`config.mk`:
```
export PLATFORM = sky130hd
export DESIGN_NAME = cpu_run_ctrl
export DESIGN_NICKNAME = d
export VERILOG_FILES = /design/src/rtl/cpu_run_ctrl_pkg.sv /design/src/rtl/mem_dump_seq.sv /design/src/rtl/cpu_run_ctrl.sv
export SDC_FILE = /design/constraint.sdc
export NUM_CORES = 1
export LEC_CHECK = 0
export ABC_AREA = 1
export CORE_MARGIN = 3
export CORE_UTILIZATION = 57
export CTS_CLUSTER_DIAMETER = 40
export DETAILED_ROUTE_END_ITERATION = 10
export GPL_TIMING_DRIVEN = 0
export PLACE_DENSITY_LB_ADDON = 0.2
export SETUP_SLACK_MARGIN = 0.02
export SKIP_LAST_GASP = 1
export SYNTH_ARGS = -nofsm -noshare
export SYNTH_HDL_FRONTEND = slang
export SYNTH_SLANG_ARGS = --single-unit
```
`constraint.sdc`:
```
create_clock -name clk -period 5.7 [get_ports clk]
set_input_delay 0.855 -clock clk [delete_from_list [all_inputs] [get_ports clk]]
set_output_delay 0.855 -clock clk [all_outputs]
set_load 0.05 [all_outputs]
```
`src/rtl/cpu_run_ctrl_pkg.sv`:
```
// Shared types and constants for the CPU run controller and its RAM dump sequencer.
package cpu_run_ctrl_pkg;

  localparam int CNT_W     = 16;
  localparam int RST_CNT_W = 4;

  typedef enum logic [2:0] {
    S_IDLE      = 3'd0,
    S_RST_HOLD  = 3'd1,
    S_RUN       = 3'd2,
    S_DUMP_RD   = 3'd3,
    S_DUMP_WAIT = 3'd4,
    S_DONE      = 3'd5
  } state_t;

  typedef enum logic [1:0] {
    ST_NONE    = 2'b00,
    ST_HALT    = 2'b01,
    ST_TIMEOUT = 2'b10,
    ST_ABORT   = 2'b11
  } status_t;

  typedef enum logic [1:0] {
    DP_IDLE = 2'b00,
    DP_RD   = 2'b01,
    DP_WAIT = 2'b10
  } dump_phase_t;

  // Widened increment so the terminal-count compare cannot overflow at 16'hFFFF.
  function automatic logic [CNT_W:0] cnt_inc(input logic [CNT_W-1:0] cnt);
    return {1'b0, cnt} + {{CNT_W{1'b0}}, 1'b1};
  endfunction

endpackage

```
`src/rtl/mem_dump_seq.sv`:
```
// Data-RAM dump sequencer: walks DUMP_LEN words from DUMP_BASE through the debug port
// and presents each one on a registered valid/ready stage.
module mem_dump_seq
  import cpu_run_ctrl_pkg::*;
#(
  parameter int DATA_W    = 10,
  parameter int ADDR_W    = 10,
  parameter int DUMP_BASE = 0,
  parameter int DUMP_LEN  = 16
) (
  input  logic              clk,
  input  logic              rst,
  input  logic              start_dump,
  input  logic              abort,
  output logic              dbg_en,
  output logic [ADDR_W-1:0] dbg_addr,
  input  logic [DATA_W-1:0] dbg_rdata,
  output logic              dump_valid,
  output logic [ADDR_W-1:0] dump_addr,
  output logic [DATA_W-1:0] dump_data,
  input  logic              dump_ready,
  output logic              dump_done
);

  localparam logic [ADDR_W-1:0] BASE_ADDR = ADDR_W'(DUMP_BASE);
  localparam logic [ADDR_W-1:0] LAST_IDX  = ADDR_W'(DUMP_LEN - 1);
  localparam logic [ADDR_W-1:0] ONE_A     = {{(ADDR_W-1){1'b0}}, 1'b1};
  localparam logic [ADDR_W-1:0] ZERO_A    = {ADDR_W{1'b0}};
  localparam logic [DATA_W-1:0] ZERO_D    = {DATA_W{1'b0}};

  dump_phase_t       phase_r;
  logic [ADDR_W-1:0] idx_r;
  logic              last_s;

  // Last-word detect and the accept strobe that ends the dump.
  always_comb begin
    last_s    = (idx_r == LAST_IDX);
    dump_done = 1'b0;
    if (phase_r == DP_WAIT && dump_ready && !abort) begin
      dump_done = last_s;
    end else begin
      dump_done = 1'b0;
    end
  end

  // Read/present sequencing; dbg_addr advances in step with idx and wraps naturally.
  always_ff @(posedge clk) begin
    if (rst) begin
      phase_r    <= DP_IDLE;
      idx_r      <= ZERO_A;
      dbg_en     <= 1'b0;
      dbg_addr   <= BASE_ADDR;
      dump_valid <= 1'b0;
      dump_addr  <= ZERO_A;
      dump_data  <= ZERO_D;
    end else if (abort && phase_r != DP_IDLE) begin
      phase_r    <= DP_IDLE;
      idx_r      <= ZERO_A;
      dbg_en     <= 1'b0;
      dbg_addr   <= BASE_ADDR;
      dump_valid <= 1'b0;
    end else begin
      case (phase_r)
        DP_IDLE: begin
          if (start_dump) begin
            phase_r  <= DP_RD;
            idx_r    <= ZERO_A;
            dbg_en   <= 1'b1;
            dbg_addr <= BASE_ADDR;
          end else begin
            phase_r  <= DP_IDLE;
          end
        end
        DP_RD: begin
          dump_data  <= dbg_rdata;
          dump_addr  <= dbg_addr;
          dump_valid <= 1'b1;
          phase_r    <= DP_WAIT;
        end
        DP_WAIT: begin
          if (dump_ready) begin
            dump_valid <= 1'b0;
            if (last_s) begin
              phase_r  <= DP_IDLE;
              idx_r    <= ZERO_A;
              dbg_en   <= 1'b0;
              dbg_addr <= BASE_ADDR;
            end else begin
              phase_r  <= DP_RD;
              idx_r    <= idx_r + ONE_A;
              dbg_addr <= dbg_addr + ONE_A;
            end
          end else begin
            phase_r <= DP_WAIT;
          end
        end
        default: begin
          phase_r    <= DP_IDLE;
          idx_r      <= ZERO_A;
          dbg_en     <= 1'b0;
          dbg_addr   <= BASE_ADDR;
          dump_valid <= 1'b0;
        end
      endcase
    end
  end

endmodule

```
`src/rtl/cpu_run_ctrl.sv`:
```
// Run controller for the 10-bit pipelined CPU: reset hold, budgeted run, and a
// post-run data-RAM dump over valid/ready.
module cpu_run_ctrl
  import cpu_run_ctrl_pkg::*;
#(
  parameter int DATA_W     = 10,
  parameter int ADDR_W     = 10,
  parameter int RST_CYCLES = 2,
  parameter int MAX_CYCLES = 1000,
  parameter int DUMP_BASE  = 0,
  parameter int DUMP_LEN   = 16
) (
  input  logic              clk,
  input  logic              rst,
  input  logic              start,
  input  logic              abort,
  input  logic              cpu_halted,
  output logic              cpu_rst,
  output logic              cpu_en,
  output logic              busy,
  output logic              done,
  output logic [1:0]        status,
  output logic [CNT_W-1:0]  cycle_count,
  output logic              dbg_en,
  output logic [ADDR_W-1:0] dbg_addr,
  input  logic [DATA_W-1:0] dbg_rdata,
  output logic              dump_valid,
  output logic [ADDR_W-1:0] dump_addr,
  output logic [DATA_W-1:0] dump_data,
  input  logic              dump_ready
);

  localparam logic [RST_CNT_W-1:0] RST_LOAD = RST_CYCLES[RST_CNT_W-1:0];
  localparam logic [CNT_W:0]       MAX_CNT  = MAX_CYCLES[CNT_W:0];

  state_t                 state_r;
  logic [RST_CNT_W-1:0]   rst_cnt_r;
  logic [CNT_W:0]         run_next_s;
  logic                   timeout_s;
  logic                   start_dump_s;
  logic                   dump_done_s;

  // RUN exit decode: abort outranks halt, halt outranks the cycle budget.
  always_comb begin
    run_next_s   = cnt_inc(cycle_count);
    timeout_s    = (run_next_s == MAX_CNT);
    start_dump_s = 1'b0;
    if (state_r == S_RUN && !abort) begin
      start_dump_s = cpu_halted || timeout_s;
    end else begin
      start_dump_s = 1'b0;
    end
  end

  // Main sequencing FSM with registered CPU controls, status and cycle count.
  always_ff @(posedge clk) begin
    if (rst) begin
      state_r     <= S_IDLE;
      rst_cnt_r   <= 4'd0;
      cpu_rst     <= 1'b1;
      cpu_en      <= 1'b0;
      busy        <= 1'b0;
      done        <= 1'b0;
      status      <= ST_NONE;
      cycle_count <= {CNT_W{1'b0}};
    end else begin
      done <= 1'b0;
      case (state_r)
        S_IDLE: begin
          cpu_rst <= 1'b1;
          cpu_en  <= 1'b0;
          if (start) begin
            state_r     <= S_RST_HOLD;
            rst_cnt_r   <= RST_LOAD;
            cycle_count <= {CNT_W{1'b0}};
            status      <= ST_NONE;
            busy        <= 1'b1;
          end else begin
            state_r <= S_IDLE;
            busy    <= 1'b0;
          end
        end
        S_RST_HOLD: begin
          if (abort) begin
            state_r <= S_DONE;
            status  <= ST_ABORT;
            done    <= 1'b1;
            busy    <= 1'b0;
          end else if (rst_cnt_r <= 4'd1) begin
            state_r <= S_RUN;
            cpu_rst <= 1'b0;
            cpu_en  <= 1'b1;
          end else begin
            rst_cnt_r <= rst_cnt_r - 4'd1;
          end
        end
        S_RUN: begin
          // The exit cycle is itself a RUN cycle and is counted.
          cycle_count <= run_next_s[CNT_W-1:0];
          if (abort) begin
            state_r <= S_DONE;
            status  <= ST_ABORT;
            done    <= 1'b1;
            busy    <= 1'b0;
            cpu_en  <= 1'b0;
            cpu_rst <= 1'b1;
          end else if (cpu_halted) begin
            state_r <= S_DUMP_RD;
            status  <= ST_HALT;
            cpu_en  <= 1'b0;
          end else if (timeout_s) begin
            state_r <= S_DUMP_RD;
            status  <= ST_TIMEOUT;
            cpu_en  <= 1'b0;
          end else begin
            state_r <= S_RUN;
          end
        end
        S_DUMP_RD: begin
          if (abort) begin
            state_r <= S_DONE;
            done    <= 1'b1;
            busy    <= 1'b0;
            cpu_rst <= 1'b1;
          end else begin
            state_r <= S_DUMP_WAIT;
          end
        end
        S_DUMP_WAIT: begin
          if (abort || dump_done_s) begin
            state_r <= S_DONE;
            done    <= 1'b1;
            busy    <= 1'b0;
            cpu_rst <= 1'b1;
          end else if (dump_ready) begin
            state_r <= S_DUMP_RD;
          end else begin
            state_r <= S_DUMP_WAIT;
          end
        end
        S_DONE: begin
          state_r <= S_IDLE;
          busy    <= 1'b0;
          cpu_rst <= 1'b1;
          cpu_en  <= 1'b0;
        end
        default: begin
          state_r <= S_IDLE;
          busy    <= 1'b0;
          cpu_rst <= 1'b1;
          cpu_en  <= 1'b0;
        end
      endcase
    end
  end

  mem_dump_seq #(
    .DATA_W    (DATA_W),
    .ADDR_W    (ADDR_W),
    .DUMP_BASE (DUMP_BASE),
    .DUMP_LEN  (DUMP_LEN)
  ) u_dump (
    .clk        (clk),
    .rst        (rst),
    .start_dump (start_dump_s),
    .abort      (abort),
    .dbg_en     (dbg_en),
    .dbg_addr   (dbg_addr),
    .dbg_rdata  (dbg_rdata),
    .dump_valid (dump_valid),
    .dump_addr  (dump_addr),
    .dump_data  (dump_data),
    .dump_ready (dump_ready),
    .dump_done  (dump_done_s)
  );

endmodule

```
==> impl_results.md, run 1 <==
* Status: complete, no violations
* Yosys reg bits at 73
* Top delay family on crit path: buffers and inverters
* Final core occ at 0.754
* Buf/Inv on CP at 1
* CTS Buf Count at 9
* Final period util at 0.449
* Setup_tns at 0 ps
* H-tree Lvls at 3
* Worst Tran Pin Value at 1170 ps
* Placed cells at 723
* I/O pins at 70
* Die X at 88.4 µm
* Syn nets at 599
* DP HPWL at 7370 µm
* Met2 wire length at 4980 µm
* Hold depth at 2
* DRT antenna net count at 0
* Vias at 4046
* Initial antenna violation count at 0
* Post-layout min period at 2560 ps
* CTS tree: done
* Area of the mapped netlist at 0.00387 mm²
* Clk slew on worst S/H paths at 90 ps
* Row cnt at 29
* Hold_ws at 465 ps
* ANT cells at 0
* Clk pwr share at 0.363
* CP cell instances: clkdlybuf4s50_1
* Critical path launch point: cycle_count[2]
* Worst-case clock buffer depth at 2
* Cells after Synth at 578
* CP Launch Type: register
* Reg2reg end: cycle_count[9]
* VDD IR max at 0.206 mV
* RSZ-0062 raised after global routing: no
* Uppermost layer routed: met4
* Internal at 0.871 mW
* Routed wl met3 at 704 µm
* Max Freq at 391 MHz
* R2r setup slk at 3300 ps
* Syn. warnings at 0
* Adder-Cell Fraction of Synth Area at 0.0162
* Hold Vio Cnt, Final at 0
* Seq pwr share at 0.432
* Post-synth top area cell: dfxtp_1
* Placer Congestion at 0.888
* Net Switching at 0.411 mW
* Maximum capacitance violations at 0
* Crit path DAT at 1700 ps
* Sequential share of the synthesized area at 0.378
* Sink Count at 73
* DRT met1 WL at 4250 µm
* Share of layout cells above drive strength 1 at 0.0680
* CTS-repair resized insts at 0
* Syn Area/Cell at 6.69 µm²
* XOR/XNOR Fraction of Synth Area at 0.0204
* IO Port Bufs at 68
* WL final at 10000 µm
* First-pass GRT wire length at 16500 µm
* Initial Util at 0.599
* Multi-input logic area at 0.00208 mm²
* CP max-delay cell: clkdlybuf4s50_1
* DRC viols at 0
* Fillers at 485
* Postcts setup bufs at 0
* Drt first pass iters at 6
* Crit. End Element: primary output
* Simple-gate share of the synthesized area at 0.380
* FF-to-FF Start: state_r[2]
* Static leakage at 1.75 nW
* Grt total ovfl at 0
* Power per cell area at 263 mW/mm²
* Area Growth Syn to Fin at 25.9%
* Synth top area cells: dfxtp_1 38%, nand2_1 14%, a21oi_1 8.5%, nand3_1 8.5%, nor2_1 5.8%
* Nets at 678
* CTS Root Cell: clkbuf_8
* Setup Crit Path Kind: reg2out
* Synth top area share at 0.378
* Clock Skew at 8.47 ps
* Die ar. at 0.00781 mm²
* Synth cell types at 33
* Sequential cell area at 0.00146 mm²
* Worst path required time at 4850 ps
* WL per Instance at 13.6 µm
* Worst rel slew slack at 0.214
* Switching Fraction at 0.321
* Min-delay worst type: reg2reg
* Final Setup Violations at 0
* Vias/cell at 5.47
* Clock latency on the worst-skew pair at 360 ps
* DR iter-0 viols at 237
* R2R cell count at 6
* Final Non-Filler Cells at 739
* Pin count of the biggest net entering global routing at 15
* Post-synthesis compound-gate area fraction at 0.122
* Combinational family with the most area after synthesis: simple AND/OR/NAND/NOR gates
* Hold path start: u_dump.dump_data[0]
* Core area at 0.00646 mm²
* Die Height at 88.4 µm
* Combinational Power Share at 0.205
* CTS hold repair buffers at 0
* GRT Resource Usage Total at 0.263
* Fin. max-slew vios at 0
* Mux share of post-synthesis cell area at 0
* Max FO, Critical Path at 8
* Min-Delay Endpoint: u_dump.dump_data[0]
* CP max stage delay at 860 ps
* Vias in the first global route at 3740
==> state kept, by name, indices dropped and copies added (netlist names) <==
register,cells
cpu_rst,1
u_dump.phase_r,2
u_dump.dump_addr,10
state_r,3
status,2
cycle_count,16
u_dump.idx_r,10
u_dump.dbg_en,1
busy,1
rst_cnt_r,4
u_dump.dbg_addr,10
u_dump.dump_data,10
cpu_en,1
done,1
u_dump.dump_valid,1
==> cell usage in the layout, fill, tap and decap left out, drive strengths merged <==
cell           Yosys  layout
nand2            152     152
dfxtp             73      73
nand3             71      71
clkdlybuf4s50      0      68
a21oi             67      67
nor2              66      66
inv               58      59
clkbuf            15      24
nand4             15      15
o21ai             15      15
nor3               9       9
xor2               8       8
buf                7       7
ha                 5       5
nand3b             4       4
a31oi              3       3
clkinv             0       3
or2                2       2
a211oi             2       2
bufinv             0       2
o21bai             1       1
o211ai             1       1
a211o              1       1
xnor2              1       1
nor4               1       1
nor3b              1       1
clkinvlp           0       1
==> stage by stage <==
| stage | instance area, µm² | setup slack (ps) | power, mW |
|---|---|---|---|
| after floorplan | 3870 | 3270 | 0.749 |
| after global placement | 4650 | 2910 | 0.818 |
| after detailed placement | 4650 | 2910 | 0.826 |
| after CTS | 4870 | 3130 | 1.29 |
| after global routing | 4870 | 3050 | 1.34 |
| final | 4870 | 3140 | 1.28 |
==> routing by layer <==
metal | GRT usage | vias up
li1 | - | 2051
met1 | 0.329 | 1847
met4 | 0.0810 | 0
met3 | 0.0708 | 8
met5 | 0 | -
met2 | 0.443 | 140
==> how the worst max path moves through the flow <==
| stage | slack (ps) | cells past startpoint | to |
|---|---|---|---|
| global placement | 2910 | 5 | u_dump.dbg_addr[5] |
| global route | 3050 | 17 | u_dump.idx_r[6] |
| detailed placement | 2910 | 5 | u_dump.dbg_addr[7] |
| finish | 3140 | 1 | cycle_count[2] |
| floorplan | 3270 | 17 | u_dump.dbg_addr[7] |
| CTS | 3130 | 1 | cycle_count[2] |
==> synthesized netlist by cell type (all sizes together) <==
cell and instances:
o211ai 1, xnor2 1, a211o 1, nand3 71
nor4 1, o21ai 15, or2 2, nand2 152
nor2 66, buf 7, a21oi 67, nand4 15
o21bai 1, dfxtp 73, nor3 9, clkbuf 15
nand3b 4, ha 5, xor2 8, a211oi 2
inv 58, nor3b 1, a31oi 3
==> kinds of logic after synthesis <==
| group | count (synthesis) |
|---|---|
| simple gates | 321 |
| compound gates | 90 |
| buf+inv | 80 |
| flops | 73 |
| xor+xnor | 9 |
| fa+ha+maj | 5 |
==> power by group through the flow <==
stage	clock, mW	sequential, mW	combinational [mW]
2_1_floorplan	0	0.611	0.138
3_3_place_gp	0	0.565	0.253
3_5_place_dp	0	0.566	0.260
4_1_cts	0.474	0.554	0.261
5_1_grt	0.493	0.557	0.289
6_report	0.465	0.554	0.263
==> final cells by class <==
class	count	area share
Buffer	22	0.0218
Clock buffer	9	0.0254
Clock inverter	7	0.0211
Inverter	58	0.0447
Multi-Input combinational cell	425	0.428
Sequential cell	73	0.300
Tap cell	77	0.0198
Timing Repair Buffer	68	0.140
Note: power is estimated with default switching activity, not from simulation.
==> run 2: changes to the inputs <==
--- a/config.mk
+++ b/config.mk
@@ -7,7 +7,7 @@
 export LEC_CHECK = 0
 export ABC_AREA = 1
 export CORE_MARGIN = 3
-export CORE_UTILIZATION = 57
+export CORE_UTILIZATION = 53
 export CTS_CLUSTER_DIAMETER = 40
 export DETAILED_ROUTE_END_ITERATION = 10
 export GPL_TIMING_DRIVEN = 0
==> constraint.sdc (replaced) <==
create_clock -name clk -period 2.4 [get_ports clk]
set_input_delay 0.36 -clock clk [delete_from_list [all_inputs] [get_ports clk]]
set_output_delay 0.36 -clock clk [all_outputs]
set_load 0.05 [all_outputs]
==> impl_results.md, run 2 (same netlist as run 1, synthesis figures left out) <==
* Status: complete, no violations
* CTS tree: done
* Post-layout min period at 2290 ps
* Die ar. at 0.00836 mm²
* Sink Count at 73
* Max FFs per register at 16
* CTS Root Cell: clkbuf_8
* Dpl ws at -7.62 ps
* Area Growth Syn to Fin at 28.1%
* Reg2reg end: u_dump.dbg_addr[7]
* Critical Path Most Common Cell: nand2_1
* ANT cells at 0
* Max FO, Critical Path at 10
* DP HPWL at 7510 µm
* WL final at 10400 µm
* Setup Crit Path Kind: reg2reg
* Maximum capacitance violations at 0
* Clock Skew at 10.7 ps
* Core area at 0.00694 mm²
* CTS hold repair buffers at 0
* Final Setup Violations at 0
* Worst path required time at 2630 ps
* DR iter-0 viols at 228
* First-pass GRT wire length at 17100 µm
* Final period util at 0.955
* Min-Delay Endpoint: u_dump.dump_data[9]
* H-tree Lvls at 3
* GRT Resource Usage Total at 0.249
* Pin count of the biggest net entering global routing at 14
* Power per cell area at 619 mW/mm²
* R2r setup slk at 110 ps
* CTS Buf Count at 9
* Max Freq at 436 MHz
* Initial antenna violation count at 0
* Setup_tns at 0 ps
* IO Port Bufs at 68
* Placer Congestion at 0.859
* VDD IR max at 0.423 mV
* Hold Vio Cnt, Final at 0
* Fin. max-slew vios at 0
* CP Launch Type: register
* Commonest non-fill, non-tap cell in the layout: nand2_1
* Share of layout cells above drive strength 1 at 0.0858
* Placed cells at 742
* I/O pins at 70
* Worst-case clock buffer depth at 2
* Vias in the first global route at 3816
* Drt first pass iters at 5
* Hold path start: u_dump.dump_data[9]
* WL per Instance at 13.7 µm
* Buf/Inv on CP at 2
* Largest reg by FF count: cycle_count
* Levels on crit path at 18
* Die X at 91.4 µm
* Clock latency on the worst-skew pair at 370 ps
* Most frequent cells in the layout: 145 x nand2_1, 69 x dfxtp_1, 68 x clkdlybuf4s50_1
* CP max stage delay at 390 ps
* DRT antenna net count at 0
* Hold depth at 2
* Nets at 680
* CP max-delay cell: dfxtp_4
* Die Height at 91.4 µm
* Grt total ovfl at 0
* Crit. End Element: register
* Final worst slack at 107 ps
* FF-to-FF Start: cycle_count[0]
* Static leakage at 1.77 nW
* CP cell instances: ha_4, nand2_2, nor2_4, buf_4, nand3b_1, nand2_1, nand2_1, nor2_1, nand2_1, nor2_2, nand2_2, nand2_4, nand2_4, nand2_8, nand2_4, buf_6, nand2_1, a21oi_1
* Worst Tran Pin Value at 818 ps
* RSZ-0062 raised after global routing: yes
* Crit path DAT at 2520 ps
* Initial Util at 0.557
* Worst rel slew slack at 0.450
* Vias at 4087
* Min-delay worst type: reg2reg
* Row cnt at 30
* Vias/cell at 5.38
* R2R cell count at 18
* Clk slew on worst S/H paths at 80 ps
* Pwr Total at 3.07 mW
* Top delay family on crit path: simple AND/OR/NAND/NOR gates
* DRC viols at 0
* Final Non-Filler Cells at 760
run 2: cell type report:
class | instances | area [µm²]
Sequential cell | 73 | 1470
Tap cell | 96 | 120
Clock buffer | 10 | 138
Timing Repair Buffer | 70 | 696
Inverter | 58 | 218
Buffer | 22 | 108
Fill cell | 579 | 1990
Multi-Input combinational cell | 425 | 2110
Clock inverter | 6 | 90.1
run 2: repair_timing:
action | in CTS | in global routing
pin swaps | 0 | 1
buffers inserted | 0 | 2
resized for setup | 1 | 12
setup endpoints to repair | 10 | 27
hold endpoints to repair | 0 | 0
run 2: worst max-delay path by stage:
stage,startpoint,end,slack [ps]
final,cycle_count[0],u_dump.dbg_addr[7],110
after floorplan,cycle_count[4],u_dump.dbg_addr[7],100
after global placement,state_r[2],cycle_count[1],60
after detailed placement,state_r[2],cycle_count[4],-8
after global routing,cycle_count[0],u_dump.dbg_addr[5],-3
after CTS,cycle_count[0],u_dump.dbg_addr[7],60
run 2: where the power goes:
part | total (mW) | internal [mW] | switching, mW | leakage [nW]
logic | 0.636 | 0.206 | 0.430 | 1.06
registers | 1.32 | 1.27 | 0.0456 | 0.593
clock network | 1.11 | 0.617 | 0.496 | 0.113
total | 3.07 | 2.10 | 0.971 | 1.77
run 2: tightest hold or removal path, delay by kind of cell (launching register included):
family,cells,cell delay [ps]
AO/OA/AOI/OAI,1,50
flip-flops,1,310
AND/OR/NAND/NOR,1,60
run 2: stage by stage:
step                      utilization  area (µm²)  hold slack (ps)
after CTS                       0.706        4900              467
after detailed placement        0.673        4670              456
after global placement          0.673        4670              448
after floorplan                     -        3870              452
after global routing            0.714        4950              483
final                           0.714        4950              464
run 2: metal layers:
| layer | share of wire | global-route usage |
|---|---|---|
| met1 | 0.43 | 0.297 |
| met2 | 0.50 | 0.422 |
| met3 | 0.060 | 0.0613 |
| met4 | 0.013 | 0.106 |
| met5 | 0 | 0 |
==> run 3: changes to the inputs <==
--- a/config.mk
+++ b/config.mk
@@ -7,7 +7,7 @@
 export LEC_CHECK = 0
 export ABC_AREA = 1
 export CORE_MARGIN = 3
-export CORE_UTILIZATION = 53
+export CORE_UTILIZATION = 57
 export CTS_CLUSTER_DIAMETER = 40
 export DETAILED_ROUTE_END_ITERATION = 10
 export GPL_TIMING_DRIVEN = 0
==> constraint.sdc (replaced) <==
create_clock -name clk -period 2.9 [get_ports clk]
set_input_delay 0.435 -clock clk [delete_from_list [all_inputs] [get_ports clk]]
set_output_delay 0.435 -clock clk [all_outputs]
set_load 0.05 [all_outputs]
==> results of run 3 <==
Same layout as run 1 (identical final DEF). Status: complete, no violations.
Among the figures that moved: setup slack after placement 2910 ps -> 527 ps; setup slack after layout 3140 ps -> 495 ps; start point of the critical path cycle_count[2] -> state_r[2]; end point of the critical path cycle_count[2] -> cycle_count[9]; register-to-register setup slack 3300 ps -> 500 ps; total power 1.28 mW -> 2.52 mW; worst IR drop on VDD 0.206 mV -> 0.405 mV
